==> src/rtl/id_exe_stage.sv <==
// ID/EXE pipeline register for the 5-stage MIPS core: captures decoded fields,
// forwards EXE/MEM and MEM/WB results into the ALU operands, and detects load-use.
module id_exe_stage #(
   parameter int WIDTH = 32,
   parameter int RA    = 5
) (
   input  logic             clk,
   input  logic             rst,
   input  logic             flush,
   input  logic             id_valid,
   input  logic [3:0]       id_cmd,
   input  logic [WIDTH-1:0] id_val1,
   input  logic [WIDTH-1:0] id_val2,
   input  logic [WIDTH-1:0] id_imm,
   input  logic             id_use_imm,
   input  logic [RA-1:0]    id_src1,
   input  logic [RA-1:0]    id_src2,
   input  logic             id_src2_used,
   input  logic [RA-1:0]    id_dest,
   input  logic             id_wb_en,
   input  logic             id_mem_read,
   input  logic             id_mem_write,
   input  logic             mem_wb_en,
   input  logic [RA-1:0]    mem_dest,
   input  logic [WIDTH-1:0] mem_result,
   input  logic             wb_wb_en,
   input  logic [RA-1:0]    wb_dest,
   input  logic [WIDTH-1:0] wb_value,
   output logic [WIDTH-1:0] alu_in1,
   output logic [WIDTH-1:0] alu_in2,
   output logic [3:0]       alu_cmd,
   output logic [WIDTH-1:0] exe_st_val,
   output logic [RA-1:0]    exe_dest,
   output logic             exe_wb_en,
   output logic             exe_mem_read,
   output logic             exe_mem_write,
   output logic             exe_valid,
   output logic             stall
);

   logic [WIDTH-1:0] ex_val1;
   logic [WIDTH-1:0] ex_val2;
   logic [WIDTH-1:0] ex_imm;
   logic             ex_use_imm;
   logic [RA-1:0]    ex_src1;
   logic [RA-1:0]    ex_src2;
   logic [WIDTH-1:0] fwd1;
   logic [WIDTH-1:0] fwd2;
   logic             bubble;

   // stall is a one-cycle hold request to IF/ID: while it is high this stage loads
   // a bubble, and upstream re-presents the same ID fields on the following cycle.
   assign stall = exe_valid & exe_mem_read & (exe_dest != '0) & id_valid & ~flush &
                  ((id_src1 == exe_dest) | (id_src2_used & (id_src2 == exe_dest)));

   assign bubble = flush | stall;

   always_ff @(posedge clk or posedge rst) begin
      if (rst) begin
         exe_valid     <= 1'b0;
         alu_cmd       <= '0;
         ex_val1       <= '0;
         ex_val2       <= '0;
         ex_imm        <= '0;
         ex_use_imm    <= 1'b0;
         ex_src1       <= '0;
         ex_src2       <= '0;
         exe_dest      <= '0;
         exe_wb_en     <= 1'b0;
         exe_mem_read  <= 1'b0;
         exe_mem_write <= 1'b0;
      end else if (bubble) begin
         exe_valid     <= 1'b0;
         alu_cmd       <= '0;
         ex_val1       <= '0;
         ex_val2       <= '0;
         ex_imm        <= '0;
         ex_use_imm    <= 1'b0;
         ex_src1       <= '0;
         ex_src2       <= '0;
         exe_dest      <= '0;
         exe_wb_en     <= 1'b0;
         exe_mem_read  <= 1'b0;
         exe_mem_write <= 1'b0;
      end else begin
         exe_valid     <= id_valid;
         alu_cmd       <= id_cmd;
         ex_val1       <= id_val1;
         ex_val2       <= id_val2;
         ex_imm        <= id_imm;
         ex_use_imm    <= id_use_imm;
         ex_src1       <= id_src1;
         ex_src2       <= id_src2;
         exe_dest      <= id_dest;
         exe_wb_en     <= id_wb_en;
         exe_mem_read  <= id_mem_read;
         exe_mem_write <= id_mem_write;
      end
   end

   // EXE/MEM is the younger producer, so it wins over MEM/WB; r0 is hardwired zero.
   always_comb begin
      fwd1 = ex_val1;
      if (mem_wb_en && (mem_dest == ex_src1) && (ex_src1 != '0))
         fwd1 = mem_result;
      else if (wb_wb_en && (wb_dest == ex_src1) && (ex_src1 != '0))
         fwd1 = wb_value;
   end

   always_comb begin
      fwd2 = ex_val2;
      if (mem_wb_en && (mem_dest == ex_src2) && (ex_src2 != '0))
         fwd2 = mem_result;
      else if (wb_wb_en && (wb_dest == ex_src2) && (ex_src2 != '0))
         fwd2 = wb_value;
   end

   always_comb begin
      alu_in1    = '0;
      alu_in2    = '0;
      exe_st_val = '0;
      if (exe_valid) begin
         alu_in1    = fwd1;
         exe_st_val = fwd2;
         alu_in2    = ex_use_imm ? ex_imm : fwd2;
      end
   end

endmodule

==> config.mk <==
export PLATFORM = sky130hd
export DESIGN_NAME = id_exe_stage
export DESIGN_NICKNAME = d
export VERILOG_FILES = /design/src/rtl/id_exe_stage.sv
export SDC_FILE = /design/constraint.sdc
export NUM_CORES = 1
export LEC_CHECK = 0
export CAP_MARGIN = 20
export CORE_MARGIN = 2
export CORE_UTILIZATION = 35
export CTS_CLUSTER_SIZE = 8
export DETAILED_ROUTE_END_ITERATION = 8
export PLACE_DENSITY = 0.83
export SLEW_MARGIN = 10
export SYNTH_ARGS = -nofsm -noshare
export SYNTH_HDL_FRONTEND = slang
export SYNTH_SLANG_ARGS = --single-unit
==> constraint.sdc <==
create_clock -name clk -period 3.6 [get_ports clk]
set_input_delay 0.54 -clock clk [delete_from_list [all_inputs] [get_ports clk]]
set_output_delay 0.54 -clock clk [all_outputs]
set_load 0.02 [all_outputs]
==> impl_results.md, run 1 <==
* Status: finished clean
* Synth top area share at 0.438
* Finish-stage setup viols at 0
* Ys async rst share at 1.00
* Met2 Wirelength at 11800 um
* Lkg Pwr at 5.42 nW
* Max cap viols at 0
* Min-Delay Path Class: in2async
* Fmax at 281 MHz
* Initial antenna violation count at 0
* Reg-to-reg setup timing slack at 1.58 ns
* Reg2reg end: ex_val2[26]$_DFF_PP0_
* DR iter-0 viols at 372
* Inserted Diodes at 0
* Rel. slew slack at 0.545
* Initial core utilization at 0.355
* First-pass GRT wire length at 35200 um
* Vias in the first global route at 6305
* Hold WS at 0.578 ns
* Peak supply drop at 297 uV
* Clk_lat worst skew at 0.40 ns
* Number of fill cells at 1657
* CP startpoint kind: input port
* Clock-pin slew on the worst setup and hold paths at 0.06 ns
* Worst EP arrival at 3.02 ns
* Max Clock Skew at 0.00923 ns
* # IOs at 310
* Top cells by area, synth: dfrtp_1, and2_1, mux2i_1
* Wl on met1 at 9740 um
* Worst EP required at 3.06 ns
* Via count at 6392
* Sequential-to-total area share from yosys stat at 0.438
* Synth Flop Type: dfrtp_1
* Average routed wire per standard cell at 19.1 um
* WL final at 24000 um
* Avg Inst Size Synth at 10.0 um^2
* R2R Path Start: exe_dest[0]$_DFF_PP0_
* Placeable Area at 19300 um^2
* Clock sinks at 120
* Synth Net Count at 883
* Total iterations of the first detailed-routing run at 7
* Synth Instances at 683
* Num rows at 51
* Most frequent cells in the layout: clkdlybuf4s50_1, and2_1, dfrtp_1, dlymetal6s2s_1, nand3_1
* Power Total at 3.90 mW
* CTS tree: done
* Die width at 144 um
* Synth unique cells at 33
* Synthesis-to-finish area growth at 61.4%
* Critical path class: in2out
* Post-CTS setup buffer count at 0
* Post-place setup slack at 0.0341 ns
* Hpwl dp at 17300 um
* Die ar. at 20700 um^2
* Die Ht at 144 um
* Start point of the critical path: wb_dest[4]
* DR WL met3 at 1780 um
* Share of cells above drive strength 1 at 0.0669
* Max Used Layer: met4
* Post-synth EDFFs at 0
* CTS Buffer Depth at 2
* CP Capture Type: output port
* Vias per std cell at 5.11
* Most common cell after layout, fill and taps aside: clkdlybuf4s50_1
* #FFs+latches synth at 120
* Power density cells at 352 nW/um^2
* Measured slew at the worst slew-check pin at 0.683 ns
* Largest net degree at the start of global routing at 97
* CP max FO at 32
* Final worst slack at 0.0421 ns
* Slew Viols, Final at 0
* Setup_tns at 0 ns
* Yosys warnings at 0
* ANT nets after route at 0
* Crit share post-route at 0.988
* Clock root cell: clkbuf_16
* Grt ovf at 0
* Leading area contributor after synthesis: dfrtp_1
* Final GP Congestion at 0.860
* R2R depth at 6
* Overall routing resource usage at 0.224
* CTS HTree Levels at 4
* Num CTS Buffers at 17
* Post-route DRC at 0
* Cell area after synthesis at 6860 um^2
* Final-stage net count at 1175
* Hold-fix buffers at CTS at 0
* Crit path time final at 3.56 ns
* I/O Buffers at 309
* Final hold vios at 0
state kept, by name, indices dropped and copies added, names as in the netlist:
| name | count |
|---|---|
| ex_src2 | 5 |
| exe_valid | 1 |
| exe_mem_write | 1 |
| ex_use_imm | 1 |
| ex_imm | 32 |
| ex_val2 | 32 |
| exe_wb_en | 1 |
| exe_dest | 5 |
| alu_cmd | 4 |
| ex_src1 | 5 |
| exe_mem_read | 1 |
| ex_val1 | 32 |
timing repair:
action	CTS	global route
setup endpoints to repair	1	56
pin swaps	0	0
resized for setup	1	54
synth_stat cells (all sizes together) (24+ instances only):
| cell type | n |
|---|---|
| o211a | 31 |
| clkbuf | 40 |
| o311a | 31 |
| a21oi | 34 |
| and2 | 151 |
| buf | 24 |
| nand2b | 31 |
| nor3b | 33 |
| dfrtp | 120 |
| mux2i | 32 |
| o21ai | 33 |
| o21a | 31 |
| nand3 | 34 |
logic make-up after synthesis:
group / after synthesis / synth area share
and+or+nand+nor: 271 / 0.249
xor gates and xnor gates: 30 / 0.0394
AOI/OAI and AO/OA: 164 / 0.177
DFF: 120 / 0.438
buffers and inverters: 66 / 0.0493
muxes: 32 / 0.0467
power by group:
group	leakage [nW]	switching, mW	internal, mW
combinational	3.60	0.336	0.426
sequential	1.54	0.0358	1.42
clock	0.278	0.595	1.09
total	5.42	0.967	2.93
per-stage QoR:
stage / instance area (um^2) / instances / util
4_1_cts: 10900 / 1252 / 0.565
5_1_grt: 11100 / 1252 / 0.572
3_3_place_gp: 10300 / 1221 / 0.535
2_1_floorplan: 6860 / 683 / -
3_5_place_dp: 10300 / 1221 / 0.535
6_report: 11100 / 1252 / 0.572
area by class of cell:
cell class / instances / area (um^2) / area share
timing repair buffer: 337 / 3590 / 0.324
multi-input combinational: 497 / 3550 / 0.321
sequential: 120 / 3010 / 0.272
clock buffer: 24 / 492 / 0.0444
tap: 265 / 332 / 0.0300
clock inverter: 7 / 92.6 / 0.00837
inverter: 2 / 11.3 / 0.00102
critical path: stages:
cell	delay (ns)
clkdlybuf4s50_1	0.45
xor2_1	0.20
nor4_4	0.30
and4b_1	0.28
buf_12	0.22
o211a_1	0.23
o21a_1	0.17
clkdlybuf4s50_1	0.60
worst max path at each step:
stage / endpoint / depth (start not counted) / slack (ns)
CTS: alu_in2[11] / 8 / 0.001
global placement: alu_in1[0] / 7 / 0.05
floorplan: alu_in2[31] / 7 / 1.00
detailed placement: alu_in2[6] / 8 / 0.03
global route: alu_in1[31] / 8 / -0.005
finish: exe_st_val[6] / 8 / 0.04
layer usage:
layer  vias up  track usage
met5         -            0
met4         0       0.0810
met3        33       0.0593
met2       275        0.375
met1      3096        0.280
li1       2988            -
Power figures use the tool's default switching activity.
==> run 2, diff against run 1 <==
Settings changed: PLACE_DENSITY 0.83 to 0.8.
Clock period 3.6 ns to 4.4 ns, I/O delays scaled along.
==> run 2 against run 1 <==
  * Hold slack improved by 0.14 ns
  * Via count decreased by 2.4%
  * First-iteration DRC count decreased by 13%
  * Final cell count decreased by 0.88%
  * Register-to-register slack improved by 0.46 ns
  * Final area decreased by 2.5%
  * Global-route usage increased by 0.39 points
==> impl_results.md, run 2 (same netlist as run 1, synthesis figures left out) <==
* Clock sinks at 120 (unchanged)
* Average routed wire per standard cell at 19.1 um (-0.21%)
* Via count at 6238 (-2.4%)
* CTS HTree Levels at 4 (unchanged)
* Hold-fix buffers at CTS at 0 (unchanged)
* RSZ-0062 raised after global routing: false
* Max Clock Skew at 0.00787 ns (-0.00137 ns)
* Clock-pin slew on the worst setup and hold paths at 0.06 ns (about the same)
* Num rows at 51 (unchanged)
* Wl on met1 at 9560 um (-1.8%)
* FF+latch area at 3010 um^2 (unchanged)
* Met2 Wirelength at 11500 um (-3.0%)
* Rel. slew slack at 0.475 (-0.0697)
* Slew Viols, Final at 0 (unchanged)
* Footprint of the multi-input gates at 3550 um^2 (about the same)
* CTS-repair resized insts at 0 (-1)
* DR iter-0 viols at 324 (-13%)
* Inserted Diodes at 0 (unchanged)
* Post-route DRC at 0 (unchanged)
* CP max FO at 64 (+100%)
* Vias per std cell at 5.03 (-1.5%)
* Crit path time final at 4.00 ns
* I/O Buffers at 309 (unchanged)
* Largest net degree at the start of global routing at 67 (-31%)
* Peak supply drop at 245 uV (-18%)
* DR WL met3 at 1940 um (+8.9%)
* CTS tree: done
* CP Capture Type: output port
* Min-Delay Path Class: in2async
* Slowest-stage cell, CP: clkdlybuf4s50_1
* Synthesis-to-finish area growth at 57.3%
* CP startpoint kind: flop
* Fmax at 250 MHz
* Setup_tns at 0 ns (unchanged)
* Share of cells above drive strength 1 at 0.0574 (-0.00949)
* Vias in the first global route at 6461 (+2.5%)
* Final GP Congestion at 0.902 (+4.9%)
* Reg-to-reg setup timing slack at 2.04 ns (+0.46 ns)
* Overall routing resource usage at 0.228 (+0.00388)
* Final-stage net count at 1163 (-1.0%)
* Finish-stage setup viols at 0 (unchanged)
* Max Used Layer: met4
* # IOs at 310 (unchanged)
* Power density cells at 305 nW/um^2 (-13%)
* First-pass GRT wire length at 35600 um (+1.0%)
* Crit share post-route at 0.908
* Final hold vios at 0 (unchanged)
* Max stage delay on crit path at 0.62 ns (+0.02 ns)
* Number of fill cells at 1663 (+0.36%)
* Total iterations of the first detailed-routing run at 5 (-2)
* WL final at 23700 um (-1.1%)
* Hpwl dp at 16700 um (-3.6%)
* Initial core utilization at 0.355 (unchanged)
* Worst EP arrival at 3.34 ns (+0.32 ns)
* Critical path class: reg2out
* Post-CTS setup buffer count at 0 (unchanged)
* Die ar. at 20700 um^2 (unchanged)
* Placeable Area at 19300 um^2 (unchanged)
* Most common cell after layout, fill and taps aside: clkdlybuf4s50_1
* Status: finished clean
* Clock root cell: clkbuf_16
* Initial antenna violation count at 0 (unchanged)
* ANT nets after route at 0 (unchanged)
* CTS Buffer Depth at 2 (unchanged)
* R2R depth at 5 (-1)
* Top flop regs: ex_imm x32, ex_val1 x32, ex_val2 x32
* Die width at 144 um (unchanged)
* Die Ht at 144 um (unchanged)
* Hold WS at 0.719 ns (+0.141 ns)
* Worst EP required at 3.74 ns (+0.68 ns)
* Clk_lat worst skew at 0.41 ns (about the same)
* Crit path cell chain: or4_1 > nor2_1 > or4_2 > buf_4 > o21ai_1 > a21oi_1 > clkdlybuf4s50_1
* Lkg Pwr at 4.46 nW (-18%)
* Max cap viols at 0 (unchanged)
* Measured slew at the worst slew-check pin at 0.786 ns (+0.103 ns)
* Num CTS Buffers at 17 (unchanged)
* Most frequent cells in the layout: clkdlybuf4s50_1, and2_1, dfrtp_1, nand3_1, a21oi_1
* Grt ovf at 0 (unchanged)
run 2: area by class of cell:
class                      instances  area share
multi-input combinational        497       0.329
timing repair buffer             325       0.303
sequential                       120       0.279
clock buffer                      20      0.0423
tap                              265      0.0307
clock inverter                    12      0.0160
inverter                           2    0.000928
run 2: metrics by stage:
stage               std cells  power, mW  setup WS [ns]   util  instance area (um^2)
finish                   1241       3.29          0.405  0.558                 10800
global route             1241       3.42          0.236  0.558                 10800
CTS                      1241       3.32          0.414  0.558                 10800
detailed placement       1209       1.82          0.474  0.525                 10200
global placement         1209       1.81          0.490  0.525                 10200
floorplan                 683       1.48          0.554      -                  6860
run 2: path summary, 6_finish.rpt:
kind                                         endpoint                   start
max in group asynchronous        ex_val2[1]$_DFF_PP0_                     rst
worst min-delay path            ex_val2[22]$_DFF_PP0_                     rst
worst max register to register   ex_imm[11]$_DFF_PP0_     exe_valid$_DFF_PP0_
min in group clk                 ex_imm[25]$_DFF_PP0_              id_imm[25]
worst max-delay path                      alu_in1[19]    ex_src1[1]$_DFF_PP0_
worst min register to register    exe_valid$_DFF_PP0_  exe_mem_read$_DFF_PP0_
run 2: critical path, delay by kind of cell (launching register included):
kind,cells,cell delay [ns]
simple gates,3,0.94
buf+inv,2,1.19
flops,1,0.43
compound gates,2,0.31
run 2: where the power goes:
group	internal (mW)	total [mW]	switching [mW]
clock network	0.977	1.50	0.518
logic	0.339	0.608	0.269
registers	1.16	1.19	0.0302
run 2: layer usage:
layer,GRT usage,vias up
li1,-,2962
met1,0.274,2956
met2,0.389,275
met3,0.0659,45
met4,0.0836,0
met5,0,-
==> run 3, diff against run 2 <==
Settings changed: PLACE_DENSITY 0.8 to 0.69.
Clock period 4.4 ns to 4.83 ns, I/O delays scaled along.
==> run 3 against run 2 <==
  * Register-to-register slack better by 0.38 ns
  * Sequential share of layout area hardly changed
  * Final cell count is 0.40% higher
==> impl_results.md, run 3 (same netlist as run 1, synthesis figures left out) <==
* Initial antenna violation count at 0 (unchanged)
* Final hold vios at 0 (unchanged)
* Vias in the first global route at 6535 (+1.1%)
* RSZ-0062 raised after global routing: false
* Hold-fix buffers at CTS at 0 (unchanged)
* Measured slew at the worst slew-check pin at 0.982 ns (+0.196 ns)
* Crit share post-route at 0.860
* Top flop regs: ex_imm x32, ex_val1 x32, ex_val2 x32
* Worst EP arrival at 3.43 ns (+0.09 ns)
* Peak supply drop at 245 uV (+0.23%)
* I/O Buffers at 309 (unchanged)
* Most common cell after layout, fill and taps aside: clkdlybuf4s50_1
* Post-CTS setup buffer count at 0 (unchanged)
* Final worst slack at 0.675 ns (+0.271 ns)
* Rel. slew slack at 0.345 (-0.129)
* Most frequent cells in the layout: clkdlybuf4s50_1, and2_1, dfrtp_1, nand3_1, a21oi_1
* CP startpoint kind: input port
* Lkg Pwr at 4.47 nW (+0.24%)
* # IOs at 310 (unchanged)
* Hpwl dp at 17200 um (+3.5%)
* Critical path class: in2out
* Post-route DRC at 0 (unchanged)
* Fmax at 241 MHz
* Finish-stage setup viols at 0 (unchanged)
* Layout Cells excl Fill at 1246 (+0.40%)
* Average routed wire per standard cell at 19.8 um (+3.6%)
* CP max FO at 20 (-69%)
* CTS-repair resized insts at 0 (unchanged)
* Initial core utilization at 0.355 (unchanged)
* Final GP Congestion at 0.859 (-4.8%)
* Die width at 144 um (unchanged)
* Synthesis-to-finish area growth at 57.5%
* Slew Viols, Final at 0 (unchanged)
* Post-place setup slack at 0.711 ns (+0.237 ns)
* CP Capture Type: output port
* Max cap viols at 0 (unchanged)
* DR iter-0 viols at 392 (+21%)
* Crit path cell chain: clkdlybuf4s50_1 > xor2_4 > and4b_1 > buf_4 > o211a_1 > o311a_1 > clkdlybuf4s50_1
* Final-stage net count at 1167 (+0.34%)
* Min-Delay Path Class: in2async
* Worst EP required at 4.11 ns (+0.37 ns)
* Power Total at 3.01 mW (-8.7%)
* CP dominant cell by count: clkdlybuf4s50_1
* Num CTS Buffers at 17 (unchanged)
* Clk_lat worst skew at 0.42 ns (about the same)
* Die Ht at 144 um (unchanged)
* Via count at 6259 (+0.34%)
* First-pass GRT wire length at 37300 um (+4.7%)
* Clock-pin slew on the worst setup and hold paths at 0.06 ns (about the same)
* Largest net degree at the start of global routing at 115 (+72%)
* Overall routing resource usage at 0.241 (+0.0128)
* Placeable Area at 19300 um^2 (unchanged)
* Power density cells at 279 nW/um^2 (-8.8%)
* CTS tree: done
* Post-Place Cells at 1213 (+0.33%)
* Crit path time final at 4.15 ns
* Max stage delay on crit path at 0.61 ns (about the same)
* Max Clock Skew at 0.00826 ns (+0.000399 ns)
* CTS Buffer Depth at 2 (unchanged)
* Total iterations of the first detailed-routing run at 7 (+2)
* Grt ovf at 0 (unchanged)
* CTS HTree Levels at 4 (unchanged)
* Die ar. at 20700 um^2 (unchanged)
* Setup_tns at 0 ns (unchanged)
* Num rows at 51 (unchanged)
* ANT nets after route at 0 (unchanged)
* Clock root cell: clkbuf_16
* WL final at 24700 um (+4.0%)
* R2R Path Start: exe_valid$_DFF_PP0_
* Status: finished clean
* Vias per std cell at 5.02 (about the same)
* Fin util at 0.559 (+0.000712)
* Clock sinks at 120 (unchanged)
* Share of cells above drive strength 1 at 0.0622 (+0.00487)
* Start point of the critical path: wb_dest[1]
* Slowest-stage cell, CP: clkdlybuf4s50_1
==> run 3: cell types whose count changed in the layout (fill, tap and decap cells not counted), sizes merged <==
cell | before | now
clkinv | 5 | 4
inv | 3 | 5
clkbuf | 20 | 18
buf | 16 | 20
diode | 0 | 1
clkinvlp | 2 | 3
==> run 3: area by class of cell <==
class	count	area [um^2]
timing repair buffer	329	3270
sequential	120	3010
multi-input combinational	497	3550
inverter	2	10.0
tap	265	332
antenna	1	2.50
clock buffer	18	439
clock inverter	14	196
fill	1763	8540
==> run 3: stage by stage <==
step	area, um^2	hold slack [ns]
CTS	10800	0.830
floorplan	6860	0.853
global route	10800	0.842
detailed placement	10200	0.838
finish	10800	0.789
global placement	10200	0.836
==> run 3: critical path, delay by kind of cell <==
kind	cells	cell delay [ns]
simple gates	1	0.27
xor+xnor	1	0.42
compound gates	2	0.60
buf+inv	3	1.39
==> run 3: layer usage <==
layer / share of wire / GRT usage
met4: 0.025 / 0.103
met1: 0.40 / 0.288
met3: 0.076 / 0.0672
met5: 0 / 0
met2: 0.49 / 0.408
==> run 3: worst paths after layout <==
| check | to | slack (ns) | cells after the start |
|---|---|---|---|
| worst max register to register | ex_val2[6]$_DFF_PP0_ | 2.42 | 5 |
| worst max-delay path | alu_in2[12] | 0.68 | 7 |
| max in group asynchronous | ex_use_imm$_DFF_PP0_ | 3.17 | 3 |
| min in group clk | ex_imm[23]$_DFF_PP0_ | 0.85 | 2 |
| worst min register to register | exe_valid$_DFF_PP0_ | 0.86 | 4 |
| worst min-delay path | ex_val1[17]$_DFF_PP0_ | 0.79 | 2 |
==> run 3: power breakdown <==
| group | internal [mW] | switching, mW | leakage [nW] | total (mW) |
|---|---|---|---|---|
| clock | 0.880 | 0.491 | 0.303 | 1.37 |
| combinational | 0.308 | 0.240 | 2.62 | 0.547 |
| sequential | 1.06 | 0.0333 | 1.54 | 1.09 |
